--- config.mk ---
export PLATFORM = sky130hd
export DESIGN_NAME = wb_arbiter_xbar
export DESIGN_NICKNAME = d
export VERILOG_FILES = /design/src/rtl/wb_arbiter_xbar.sv
export SDC_FILE = /design/constraint.sdc
export NUM_CORES = 1
export LEC_CHECK = 0
export CAP_MARGIN = 10
export CELL_PAD_IN_SITES_DETAIL_PLACEMENT = 0
export CELL_PAD_IN_SITES_GLOBAL_PLACEMENT = 1
export CORE_AREA = 2 2 166 168
export DETAILED_ROUTE_END_ITERATION = 7
export DIE_AREA = 0 0 168 170
export GPL_ROUTABILITY_DRIVEN = 1
export PLACE_DENSITY_LB_ADDON = 0.1
export SYNTH_ARGS = -nofsm -noshare
export SYNTH_HDL_FRONTEND = slang
export SYNTH_SLANG_ARGS = --single-unit
--- constraint.sdc ---
create_clock -name clk_i -period 3.17 [get_ports clk_i]
set_clock_uncertainty 0.1 [all_clocks]
set_input_delay 0.634 -clock clk_i [delete_from_list [all_inputs] [get_ports clk_i]]
set_output_delay 0.634 -clock clk_i [all_outputs]
set_load 0.02 [all_outputs]
--- src/rtl/wb_arbiter_xbar.sv ---
// Wishbone shared-bus interconnect: round-robin master arbitration, base/mask
// slave decode, registered decode-error and stall-timeout error responses.
module wb_arbiter_xbar #(
    parameter int NUM_MASTERS    = 2,
    parameter int NUM_SLAVES     = 4,
    parameter int WB_DATA_WIDTH  = 32,
    parameter int WB_ADDR_WIDTH  = 32,
    parameter int WB_SEL_WIDTH   = 4,
    parameter logic [NUM_SLAVES*WB_ADDR_WIDTH-1:0] SLAVE_BASE =
        {32'h0002_0000, 32'h0001_0100, 32'h0001_0000, 32'h0000_0000},
    parameter logic [NUM_SLAVES*WB_ADDR_WIDTH-1:0] SLAVE_MASK =
        {32'hFFFF_0000, 32'hFFFF_FF00, 32'hFFFF_FF00, 32'hFFFF_0000},
    parameter int TIMEOUT_CYCLES = 255
) (
    input  logic                                  clk_i,
    input  logic                                  rst_n_i,
    input  logic [NUM_MASTERS*WB_ADDR_WIDTH-1:0]  m_addr_i,
    input  logic [NUM_MASTERS*WB_DATA_WIDTH-1:0]  m_data_i,
    input  logic [NUM_MASTERS-1:0]                m_we_i,
    input  logic [NUM_MASTERS*WB_SEL_WIDTH-1:0]   m_sel_i,
    input  logic [NUM_MASTERS-1:0]                m_stb_i,
    input  logic [NUM_MASTERS-1:0]                m_cyc_i,
    output logic [NUM_MASTERS-1:0]                m_ack_o,
    output logic [NUM_MASTERS-1:0]                m_err_o,
    output logic [NUM_MASTERS*WB_DATA_WIDTH-1:0]  m_data_o,
    output logic [WB_ADDR_WIDTH-1:0]              s_addr_o,
    output logic [WB_DATA_WIDTH-1:0]              s_data_o,
    output logic                                  s_we_o,
    output logic [WB_SEL_WIDTH-1:0]               s_sel_o,
    output logic [NUM_SLAVES-1:0]                 s_stb_o,
    output logic [NUM_SLAVES-1:0]                 s_cyc_o,
    input  logic [NUM_SLAVES-1:0]                 s_ack_i,
    input  logic [NUM_SLAVES*WB_DATA_WIDTH-1:0]   s_data_i,
    output logic [NUM_MASTERS-1:0]                grant_o,
    output logic                                  timeout_o
);
    localparam int MW = (NUM_MASTERS > 1) ? $clog2(NUM_MASTERS) : 1;
    localparam int SW = (NUM_SLAVES > 1) ? $clog2(NUM_SLAVES) : 1;
    localparam int CW = (TIMEOUT_CYCLES > 0) ? $clog2(TIMEOUT_CYCLES + 1) : 1;
    localparam int AW = WB_ADDR_WIDTH;
    localparam int DW = WB_DATA_WIDTH;

    typedef enum logic [1:0] {IDLE, OWN, DRAIN} state_t;
    state_t state, state_nxt;

    logic [NUM_MASTERS-1:0] grant_q, err_q;
    logic [MW-1:0]          gidx, last_grant, pick;
    logic [CW-1:0]          cnt;
    logic                   timeout_q, derr_done;
    logic                   any_req, owning, mcyc, mstb, hit, sack;
    logic                   derr_fire, stall, to_fire;
    logic [SW-1:0]          hit_idx;

    // Rotating priority: lowest offset from last_grant+1 wins (loop runs high to low).
    always_comb begin
        any_req = |m_cyc_i;
        pick    = last_grant;
        for (int k = NUM_MASTERS; k >= 1; k--) begin
            if (m_cyc_i[(int'(last_grant) + k) % NUM_MASTERS])
                pick = MW'((int'(last_grant) + k) % NUM_MASTERS);
        end
    end

    assign s_addr_o = m_addr_i[int'(gidx)*AW +: AW];
    assign s_data_o = m_data_i[int'(gidx)*DW +: DW];
    assign s_sel_o  = m_sel_i[int'(gidx)*WB_SEL_WIDTH +: WB_SEL_WIDTH];
    assign s_we_o   = m_we_i[gidx];
    assign mcyc     = m_cyc_i[gidx];
    assign mstb     = m_stb_i[gidx];
    assign owning   = (state == OWN);

    // Lowest-numbered matching window wins on overlap.
    always_comb begin
        hit     = 1'b0;
        hit_idx = '0;
        for (int i = NUM_SLAVES - 1; i >= 0; i--) begin
            if ((s_addr_o & SLAVE_MASK[i*AW +: AW]) == SLAVE_BASE[i*AW +: AW]) begin
                hit     = 1'b1;
                hit_idx = SW'(i);
            end
        end
    end

    assign sack = hit & s_ack_i[hit_idx];

    always_comb begin
        s_stb_o  = '0;
        s_cyc_o  = '0;
        m_ack_o  = '0;
        m_data_o = '0;
        if (owning && hit) begin
            s_cyc_o[hit_idx]             = mcyc;
            s_stb_o[hit_idx]             = mstb;
            m_ack_o[gidx]                = sack & mstb & mcyc;
            m_data_o[int'(gidx)*DW +: DW] = s_data_i[int'(hit_idx)*DW +: DW];
        end
    end

    assign derr_fire = owning && mcyc && mstb && !hit && !derr_done;
    assign stall     = owning && mcyc && mstb && hit && !sack;
    assign to_fire   = (TIMEOUT_CYCLES != 0) && stall && (cnt == CW'(TIMEOUT_CYCLES - 1));

    always_comb begin
        state_nxt = state;
        case (state)
            IDLE:    if (any_req) state_nxt = OWN;
            OWN:     if (!mcyc) state_nxt = IDLE;
                     else if (to_fire) state_nxt = DRAIN;
            DRAIN:   if (!mcyc) state_nxt = IDLE;
            default: state_nxt = IDLE;
        endcase
    end

    always_ff @(posedge clk_i or negedge rst_n_i) begin
        if (!rst_n_i) begin
            state      <= IDLE;
            grant_q    <= '0;
            gidx       <= '0;
            last_grant <= MW'(NUM_MASTERS - 1);
            cnt        <= '0;
            err_q      <= '0;
            timeout_q  <= 1'b0;
            derr_done  <= 1'b0;
        end else begin
            state     <= state_nxt;
            err_q     <= '0;
            timeout_q <= 1'b0;
            case (state)
                IDLE: begin
                    cnt       <= '0;
                    derr_done <= 1'b0;
                    if (any_req) begin
                        grant_q    <= NUM_MASTERS'(1) << pick;
                        gidx       <= pick;
                        last_grant <= pick;
                    end
                end
                OWN: begin
                    // Suppresses repeat errors while the same unmapped strobe is held.
                    derr_done <= mcyc && mstb && !hit;
                    if (!mcyc) begin
                        grant_q <= '0;
                        cnt     <= '0;
                    end else if (derr_fire || (sack && mstb)) begin
                        cnt <= '0;
                        if (derr_fire) err_q <= grant_q;
                    end else if (stall) begin
                        if (to_fire) begin
                            err_q     <= grant_q;
                            timeout_q <= 1'b1;
                        end
                        if (cnt != CW'(TIMEOUT_CYCLES)) cnt <= cnt + 1'b1;
                    end
                end
                DRAIN: if (!mcyc) grant_q <= '0;
                default: ;
            endcase
        end
    end

    assign grant_o   = grant_q;
    assign m_err_o   = err_q;
    assign timeout_o = timeout_q;
endmodule

### Yosys cells after proc, flatten, opt, wreduce, memory -nomap -nowiden

Index checks and enable logic that the tools add are counted.

| operators by class | value |
|---|---|
| add/subtract/negate cells | 4 |
| order comparisons | 6 |
| equality and inequality tests | 13 |
| shift-type cells | 7 |
| muxes and demuxes | 56 |
| bitwise gates (word level) | 9 |
| reduce and logical (&&, ||, !) cells | 27 |

Operator list:

| cell | number |
|---|---|
| $shiftx 128x8->32 | 1 |
| $shiftx 64x7->32 | 2 |
| $and 64x64->64 | 1 |
| $mux 64 | 1 |
| $shift 32x33->64 const A | 1 |
| $shiftx 32x33->64 | 1 |
| $eq 24x9->1 const B | 2 |
| $neg 6->33 | 1 |
| $logic_not 32->1 | 1 |
| $mux 2 | 16 |
| $mux 8 | 4 |
| $mux 1 | 26 |
| $eq 16x2->1 const B | 1 |
| $pmux 8 s2 | 1 |
| $logic_and 1x1->1 | 13 |
| $lt 2x3->1 const B | 3 |
| $reduce_and 3->1 | 3 |
| $add 8x1->8 const B | 1 |
| $and 4x4->4 | 2 |
| $eq 8x8->1 const B | 1 |
| $mux 4 | 2 |
| $ne 4x2->1 const B | 2 |
| $ne 8x8->1 const B | 1 |
| $shiftx 8x4->4 | 1 |
| 24 further kinds | 34 |

| word-level totals | value |
|---|---|
| register bits | 18 |
| input port bits | 276 |
| output and inout port bits | 148 |
| word-level logic and storage cells | 130 |

### Depth between registers and ports, before layout

Gate-level depths: netlist (run 1).

| logic depth | value |
|---|---|
| depth in word-level cells | 17 |
| depth in mapped cells | 10 |
| depth with buffers taken out | 8 |

### Worst setup path before layout (run 1)

Ideal clock, no wire load.

| timing path | value |
|---|---|
| path kind | input port to output port |
| start | in m_addr_i[43] |
| end | out m_ack_o[0] |
| arrival | 2.738 ns |
| data required time | 2.436 ns |
| setup slack | -0.302 ns |
| stages | 7 |
| buffers on the path | 0 |
| cell sequence | or4_1 nor3_2 o21ai_1 a21oi_1 nand3_1 a21o_1 nor3_1 |

| between the ends | value |
|---|---|
| longest elaborated chain between the ends | 12 |
| elaborated cells on any way between the ends | 17 |
| classes of those cells | 2 x eq/ne; 1 x shift; 9 x mux; 4 x bitwise; 1 x reduce/logical |

RTL lines:

| element | line | text |
|---|---|---|
| start: declaration | 17 | `input logic [NUM_MASTERS*WB_ADDR_WIDTH-1:0] m_addr_i,` |
| $shiftx 64x7->32 (*) | 64 | `assign s_addr_o = m_addr_i[int'(gidx)*AW +: AW];` |
| $eq 24x9->1 | 77 | `if ((s_addr_o & SLAVE_MASK[i*AW +: AW]) == SLAVE_BASE[i*AW +: AW]) begin` |
| $mux 2 (3 in a row) | 77 |  |
| $bmux 1 s2 | 84 | `assign sack = hit & s_ack_i[hit_idx];` |
| $mux 1 (implied by the code) | 84 |  |
| $and 1x1->1 | 84 |  |
| $and 1x1->1 (2 in a row) | 94 | `m_ack_o[gidx] = sack & mstb & mcyc;` |
| $and 2x2->2 (no source line) | n/a |  |
| $mux 2 (*) | 91 | `if (owning && hit) begin` |
| end: declaration | 23 | `output logic [NUM_MASTERS-1:0] m_ack_o,` |

Every way passes the cells marked *; elsewhere a longest branch is shown, timed or not. The select of a mux whose other input is x is not followed.

### Final worst setup path (run 1)

| timing path | value |
|---|---|
| start | in m_addr_i[46] |
| end | out m_data_o[58] |

| between the ends | value |
|---|---|
| longest elaborated chain between the ends | 9 |
| elaborated cells on any way between the ends | 14 |
| classes of those cells | 2 x eq/ne; 3 x shift; 7 x mux; 1 x bitwise; 1 x reduce/logical |

RTL lines:

| element | line | text |
|---|---|---|
| $shiftx 64x7->32 (*) | 64 |  |
| $eq 24x9->1 | 77 |  |
| $mux 2 (3 in a row) | 77 |  |
| $shiftx 128x8->32 | 95 | `m_data_o[int'(gidx)*DW +: DW] = s_data_i[int'(hit_idx)*DW +: DW];` |
| $shiftx 32x33->64 | 95 |  |
| $and 64x64->64 (no source line) | n/a |  |
| $mux 64 (*) | 91 |  |
| end: declaration | 25 | `output logic [NUM_MASTERS*WB_DATA_WIDTH-1:0] m_data_o,` |

Every way passes the cells marked *; elsewhere a longest branch is shown, timed or not.

==> out/metrics.cfg, run 1 <==
[routing]
dr_total_vias=5964
routed_wl_um=28650
vias_per_cell=4.284
drtPass1Iterations=4
wl_per_cell_um=20.58
drt_iter0_drc=213
antenna_left=0
drc_errors=0

[placed_design]
numPortBuffers=423
place_congestion=0.7925
dpl.cell_count=1319
hpwlAfterDp_um=22320
dpl_cell_area_um2=9064

[sta]
clock.fmax_mhz=282.3
setup_slack_ps=-372.9
rsz0062_at_grt=yes
drv_slew=0
finalHoldViolations=0
period_needed_ps=3543
relSlewSlack=0.5967
min_period_over_period=1.118
tightest_slew_ps=603.1
fin_hold_ws_ps=398.7
finalSetupViolations=79

[synth]
synth_top_area_cell=mux2_2
syn_avg_cell_area_um2=6.628
ys_seq_elements=18
ys_warn_count=0
synthFlopType=dfrtp_1
synth_top_area_frac=0.2339
synth_compound_area_frac=0.2232
synthCells=494
syn_area_um2=3274
synth_async_sr_flop_share=1.000
yosys.area_share.simple=0.3149
ys_types=52
synth_mux_area_frac=0.2472
synth_edf_count=0
syn_nets=775
ys_top_cells_by_area=mux2_2 23%, dfrtp_1 13%, nor2_1 12%
synthXorXnorAreaFrac=0
synthAdderAreaFrac=0.01911
yosysSeqAreaShare=0.1379
synth_top_family_by_area=simple AND/OR/NAND/NOR gates

[floorplan]
die_h_um=170
boundaryPins=424
chipWidth_um=168
fp.dieArea_um2=28560
rows=60
core-area_um2=26650
initial_core_util=0.1229

[worst_setup_path]
setup.worst_path.class=in -> out
endpoint_kind=output port
crit_fanout=7
critPathLaunchType=input pin
crit_arrival_ps=2810
cp_data_required_time_ps=2440
worst-r2r-setup-slack_ps=-60

[pwr]
seqPwrFrac=0.082
total_power_uw=3728
internal-power_uw=2073
p_clk_frac=0.072
p_sw_uw=1655
power_density_nw_per_um2=340.6
swShare=0.4440
p_leak_uw=0.004432
vdd_drop_max_mv=0.2166
combPwrFrac=0.846

[layout]
final_layout_size_suffix_gt1_frac=0.4508
final_cells=1392
final_cell_mix=304 x clkdlybuf4s50_1, 105 x buf_4, 103 x buf_6
layout_commonest_cell=clkdlybuf4s50_1
final_area_um2=10940
area_delta_synth_final_pct=234.2
nets=1329

[global_route]
overflow=0
grt_pass1_wl_um=39900
antenna_found_initial=5
grt_max_degree=35
grt_pass1_vias=6199
grt_usage=0.1869

[clocking]
cts.sinks=18
cts_root_buf=clkbuf_16
h-tree-depth=1
cts_buffer_depth=2
hold_buffers=0
clock_latency_ps=260
cts.clk_slew.worst_paths_ps=50
cts_tree=built
cts_buffers=3

[run_status]
outcome=complete, but fails checks
violations=setup timing

[worst_hold_path]
min-delay-path-class=reg -> reg

[job]
drv_cap=0

-- routing by layer --
metal	up-vias	GRT usage	share of wire
li1	2906	-	-
met1	2757	0.2077	0.38
met2	285	0.3602	0.53
met3	16	0.05349	0.082
met4	0	0.02420	0.0097
met5	-	0	0
-- flip-flops by register name, summed over array words and instances (netlist names) --
signal      flops
last_grant      1
derr_done       1
timeout_o       1
state           2
m_err_o         2
cnt             8
gidx            1
grant_o         2
-- through the flow --
stage / setup slack [ps] / util / setup TNS, ps
floorplan: -48.18 / - / -2255
detailed placement: -1145 / 0.3401 / -84540
global placement: -1119 / 0.3401 / -82710
global route: -471.0 / 0.4105 / -26940
CTS: -461.6 / 0.3950 / -22700
finish: -372.9 / 0.4107 / -19260
-- cell type report --
type	count	area, um2
Timing Repair Buffer	586	6071
Multi-Input combinational cell	428	3861
Inverter	11	41.29
Fill cell	2709	15710
Tap cell	341	426.7
Sequential cell	18	455.4
Antenna cell	4	10.01
Clock buffer	4	78.83
-- timing repair --
| item | 4_1_cts | 5_1_grt |
|---|---|---|
| setup endpoints to repair | 86 | 86 |
| gates cloned | 10 | 2 |
| setup buffers | 43 | 14 |
| gates resized for setup | 533 | 173 |
| pin swaps | 42 | 28 |
-- cells by family after synthesis --
kind of cell	Yosys count
AND/OR/NAND/NOR	240
AO/OA/AOI/OAI	112
multiplexers	71
buffers and inverters	48
flip-flops	18
adder cells (fa/ha/maj)	5
-- cell usage after synthesis, types with 4 or more instances --
cell / count
nor2_1: 106
nand2_1: 82
mux2_2: 68
a31oi_1: 33
o22ai_1: 33
clkbuf_1: 32
dfrtp_1: 17
nor3_1: 12
o21ai_0: 11
inv_1: 10
a21oi_1: 8
nand3_1: 6
nor4_1: 6
and3_1: 5
ha_1: 5
a21o_1: 4
or4_1: 4
-- power by group through the flow --
| stage | combinational, uW | clock, uW | sequential (uW) |
|---|---|---|---|
| final | 3150 | 269 | 307 |
| after global routing | 3360 | 285 | 312 |
| after CTS | 3120 | 275 | 312 |
| after detailed placement | 2940 | 0 | 312 |
| after global placement | 2950 | 0 | 313 |
| after floorplan | 1440 | 0 | 313 |
-- worst max-delay path: stages --
cell and delay [ps]:
buf_6 90, or4_4 560, nor3_4 200, buf_6 120
o21ai_4 70, a21oi_2 170, buf_4 140, buf_6 90
nand3_4 120, buf_12 190, clkbuf_16 170, nor2_4 120
buf_6 120
-- final timing paths --
| check | startpoint | to | cells past startpoint |
|---|---|---|---|
| min in group asynchronous | rst_n_i | state[0] | 1 |
| setup / recovery | m_addr_i[46] | m_data_o[58] | 13 |
| setup reg to reg | gidx | cnt[5] | 14 |
| max in group asynchronous | rst_n_i | cnt[1] | 2 |
| hold / removal | derr_done | derr_done | 2 |
| hold reg to reg | derr_done | derr_done | 2 |
Note: power is estimated with default switching activity, not from simulation.
==> run 2: changes to the inputs <==
==> constraint.sdc (replaced) <==
create_clock -name clk_i -period 2.93 [get_ports clk_i]
set_clock_uncertainty 0.1 [all_clocks]
set_input_delay 0.293 -clock clk_i [delete_from_list [all_inputs] [get_ports clk_i]]
set_output_delay 0.293 -clock clk_i [all_outputs]
set_load 0.02 [all_outputs]
==> run 2 against run 1 <==
The run now ends clean; worst hold slack worse by 120 ps; clock power up 16%; clock-buffer cell count unchanged; critical path depth down 3; sequential power up 9.8%; cell area down 19%; non-clock buffer count down 87; die area unchanged; critical path type is now reg -> out; critical endpoint is now m_data_o[21]; highest routed layer unchanged.
==> out/metrics.cfg, run 2 (synthesis results as in run 1) <==
[global_route]
grt_max_degree=33
grt_usage=0.1683
grt_pass1_vias=5699
grt_pass1_wl_um=36310
overflow=0
antenna_found_initial=1

[clocking]
cts_root_buf=clkbuf_16
cts_buffer_depth=2
hold_buffers=0
clock_latency_ps=250
cts.clk_slew.worst_paths_ps=50
cts.sinks=18
cts_buffers=3
cts_tree=built
h-tree-depth=1

[floorplan]
chipWidth_um=168
core-area_um2=26650
boundaryPins=424
rows=60
die_h_um=170
initial_core_util=0.1229
fp.dieArea_um2=28560

[worst_hold_path]
min-delay-path-class=in -> async

[routing]
dr_total_vias=5512
drt_iter0_drc=178
antenna_left=0
drtPass1Iterations=4
vias_per_cell=4.230
drc_errors=0
routed_wl_um=26100
wl_per_cell_um=20.03

[sta]
finalHoldViolations=0
drv_slew=0
tns_ps=0
setup_slack_ps=20.70
finalSetupViolations=0
tightest_slew_ps=612.4
clock.fmax_mhz=343.7
relSlewSlack=0.5902
period_needed_ps=2909
min_period_over_period=0.9929
rsz0062_at_grt=yes

[pwr]
swShare=0.4358
power_density_nw_per_um2=425.4
internal-power_uw=2133
vdd_drop_max_mv=0.2117
combPwrFrac=0.829
p_sw_uw=1648
p_leak_uw=0.003536
p_clk_frac=0.082
seqPwrFrac=0.089

[layout]
final_area_um2=8889
layout_commonest_cell=clkdlybuf4s50_1
final_cell_mix=342 x clkdlybuf4s50_1, 91 x buf_4, 85 x nor2_1
largest_reg_flops=8
regMostFlops=cnt
final_layout_size_suffix_gt1_frac=0.3052
area_delta_synth_final_pct=171.5
nets=1242

[worst_setup_path]
crit_start=gidx
crit_family=buffers and inverters
r2r_start=gidx
cp_cell_sequence=or3_4 > a21oi_4 > o21ai_4 > buf_6 > a21oi_4 > buf_12 > buf_12 > o22ai_1 > nor2_1 > buf_2
worst-r2r-setup-slack_ps=50
cpMaxStageDelayCell=dfrtp_4
crit_arrival_ps=2520
worstRegToRegCells=9
setup.worst_path.class=reg -> out
crit_fanout=9
endpoint_kind=output port
critPathLaunchType=flop
cp_data_required_time_ps=2540
endpoint=m_data_o[21]
worst-path-stages=10
max_stage_delay_ps=510
cp_num_buf_inv=4
timing.rr.end=cnt[7]

[placed_design]
hpwlAfterDp_um=21230
pre_cts_ws_ps=-548.9
dpl_cell_area_um2=8361
numPortBuffers=423
place_congestion=0.7721

[run_status]
outcome=finished, final reports clean

[job]
drv_cap=0

-- run 2: what timing repair did --
| item | CTS | global route |
|---|---|---|
| resized for setup | 315 | 125 |
| endpoints found under the setup margin | 80 | 108 |
| pin swaps | 25 | 19 |
| buffers inserted | 2 | 7 |
| gates cloned | 3 | 3 |
-- run 2: power by group through the flow --
stage / registers (uW) / logic, uW / clock network, uW
after floorplan: 338 / 1530 / 0
after global placement: 340 / 3050 / 0
after detailed placement: 338 / 3030 / 0
after CTS: 337 / 3080 / 320
after global routing: 345 / 3340 / 330
final: 337 / 3130 / 311
-- run 2: area by class of cell --
type / count / area (um2)
Antenna cell: 2 / 5.005
Clock buffer: 4 / 88.84
Fill cell: 2863 / 17760
Inverter: 11 / 41.29
Multi-Input combinational cell: 428 / 3004
Sequential cell: 18 / 455.4
Tap cell: 341 / 426.7
Timing Repair Buffer: 499 / 4867
-- run 2: worst min path at each step --
stage	from	end	depth (start not counted)
after floorplan	rst_n_i	cnt[0]	0
after global placement	derr_done	derr_done	2
final	rst_n_i	m_err_o[0]	2
after detailed placement	derr_done	derr_done	2
after CTS	rst_n_i	m_err_o[0]	2
after global routing	rst_n_i	m_err_o[0]	2
-- run 2: metrics by stage --
step	hold WS (ps)	instances	power, uW	util
2_1_floorplan	-102.6	494	1868	-
3_3_place_gp	374.8	1282	3394	0.3137
3_5_place_dp	375.8	1282	3372	0.3137
4_1_cts	289.5	1291	3739	0.3162
5_1_grt	304.8	1302	4011	0.3334
6_report	282.5	1303	3781	0.3335
-- run 2: worst reg2reg max path: cells and delay by family, from the launching register on --
kind            cells  cell delay, ps
buf+inv             2             240
simple gates        3            1370
flops               1             510
compound gates      4             580
-- run 2: metal layers --
| metal | track usage | share of wire | vias to the layer above |
|---|---|---|---|
| met5 | 0 | 0 | - |
| met1 | 0.1963 | 0.41 | 2561 |
| met2 | 0.3227 | 0.53 | 208 |
| met3 | 0.02767 | 0.051 | 19 |
| met4 | 0.03365 | 0.017 | 0 |
| li1 | - | - | 2724 |
==> run 3: changes to the inputs <==
Clock period 2.93 ns to 2.6 ns, I/O delays scaled along.
==> run 3 against run 2 <==
Highest routed layer unchanged; the run now ends with setup timing left; clock-buffer cell count unchanged; clock power increased by 7.4%; cell count increased by 1.8%; worst hold slack got worse by 76 ps; critical endpoint is now cnt[7]; cell area increased by 7.0%; critical path depth unchanged; first-iteration DRC count decreased by 16%; sequential share of layout area decreased by 0.33 points; combinational power increased by 22%.
==> out/metrics.cfg, run 3 (synthesis results as in run 1) <==
[run_status]
outcome=complete, but fails checks
violations=setup timing

[layout]
final_layout_size_suffix_gt1_frac=0.3442
final_cell_mix=337 x clkdlybuf4s50_1, 115 x buf_4, 90 x nor2_1
layout_commonest_cell=clkdlybuf4s50_1
largest_reg_flops=8
area_delta_synth_final_pct=190.3
regMostFlops=cnt
nets=1267
post-route-util=0.3567
fillCellCount=2795

[global_route]
overflow=0
antenna_found_initial=1
grt_max_degree=32
grt_pass1_wl_um=38460
grt_usage=0.1788
grt_pass1_vias=5977

[worst_setup_path]
cp_num_buf_inv=3
endpoint=cnt[7]
crit_family=simple AND/OR/NAND/NOR gates
cp_data_required_time_ps=2660
timing.rr.end=cnt[7]
endpoint_kind=flop
r2r_start=gidx
worstRegToRegCells=10
max_stage_delay_ps=580
crit_arrival_ps=2970
crit_start=m_addr_i[45]
crit_fanout=9
worst-path-stages=10
cpMaxStageDelayCell=or4_4
cp_cell_sequence=dlygate4sd2_1 > or4_4 > nor3_4 > buf_4 > o21a_4 > buf_12 > o311ai_4 > or4_4 > or4_1 > o211ai_1
setup.worst_path.class=in -> reg
critPathLaunchType=input pin
crit_path_frequent_cell=or4_4
worst-r2r-setup-slack_ps=-280

[routing]
dr_total_vias=5602
antenna_left=0
wl_per_cell_um=20.33
drc_errors=0
vias_per_cell=4.222
drtPass1Iterations=4
routed_wl_um=26980
drt_iter0_drc=149

[clocking]
cts_tree=built
cts_buffers=3
cts.clk_slew.worst_paths_ps=50
cts_buffer_depth=2
clock_latency_ps=240
cts_root_buf=clkbuf_16
cts.sinks=18
h-tree-depth=1

[sta]
min_period_over_period=1.120
relSlewSlack=0.6623
rsz0062_at_grt=yes
tightest_slew_ps=492.5
clock.fmax_mhz=343.4
period_needed_ps=2912
finalHoldViolations=0
drv_slew=0
setup_slack_ps=-311.7
finalSetupViolations=80
tns_ps=-13860

[placed_design]
pre_cts_ws_ps=-1034
hpwlAfterDp_um=22540
place_congestion=0.8625
numPortBuffers=423

[worst_hold_path]
min-delay-path-class=in -> async

[floorplan]
die_h_um=170
initial_core_util=0.1229
boundaryPins=424
core-area_um2=26650
fp.dieArea_um2=28560
chipWidth_um=168
rows=60

[pwr]
power_density_nw_per_um2=476.6
combPwrFrac=0.841
swShare=0.4318
seqPwrFrac=0.085
p_sw_uw=1956
internal-power_uw=2575
p_leak_uw=0.003787
vdd_drop_max_mv=0.2216
p_clk_frac=0.074

[job]
drv_cap=0

## run 3: metal layers
layer | global-route usage | routed length, um | up-vias | part of all wire
met5 | 0 | 0 | - | 0
met4 | 0.03327 | 452 | 0 | 0.017
met3 | 0.04884 | 1939 | 24 | 0.072
met2 | 0.3401 | 14150 | 195 | 0.52
met1 | 0.1997 | 10430 | 2608 | 0.39
li1 | - | - | 2775 | -
## run 3: worst min-delay path by stage
stage | startpoint | end | slack [ps] | cells after the start
floorplan | rst_n_i | cnt[0] | -140 | 0
global placement | derr_done | derr_done | 380 | 2
detailed placement | derr_done | derr_done | 380 | 2
CTS | rst_n_i | grant_o[0] | 210 | 1
global route | rst_n_i | grant_o[0] | 230 | 1
finish | rst_n_i | grant_o[0] | 210 | 1
## run 3: final cells by class
class / instances / area (um2) / area share
diodes: 1 / 2.502 / 0.0002632
multi-input cells: 428 / 3256 / 0.3425
repair buffers: 524 / 5236 / 0.5508
clock buffers: 4 / 88.84 / 0.009345
well taps: 341 / 426.7 / 0.04488
flip-flops and latches: 18 / 455.4 / 0.04791
inverters: 11 / 41.29 / 0.004343
## run 3: worst register-to-register path, cell delays in order, from the launching register on
cell,delay [ps]
dfrtp_4,520
buf_6,140
mux2_4,300
a21oi_4,170
buf_6,120
o21a_4,190
buf_12,150
o311ai_4,110
or4_4,490
or4_1,420
o211ai_1,90
## run 3: what timing repair did
action,in CTS,in global routing
cloned,3,1
setup buffers,9,13
pin swaps,28,25
endpoints found under the setup margin,90,89
hold buffers,0,0
resized for setup,416,104
## run 3: power by group through the flow
stage | Sequential, uW | Clock [uW] | Combinational [uW]
final | 384 | 334 | 3810
after global routing | 394 | 367 | 4070
after CTS | 383 | 346 | 3730
after floorplan | 381 | 0 | 1750
after detailed placement | 389 | 0 | 3610
after global placement | 389 | 0 | 3630
## run 3: stage by stage
| stage | instance area (um2) | total power, uW | hold slack [ps] | std cells |
|---|---|---|---|---|
| after CTS | 8920 | 4458 | 214.6 | 1313 |
| after global placement | 8601 | 4022 | 379.5 | 1297 |
| final | 9507 | 4531 | 206.6 | 1327 |
| after floorplan | 3331 | 2132 | -135.6 | 494 |
| after detailed placement | 8601 | 3997 | 379.4 | 1297 |
| after global routing | 9507 | 4828 | 227.4 | 1327 |
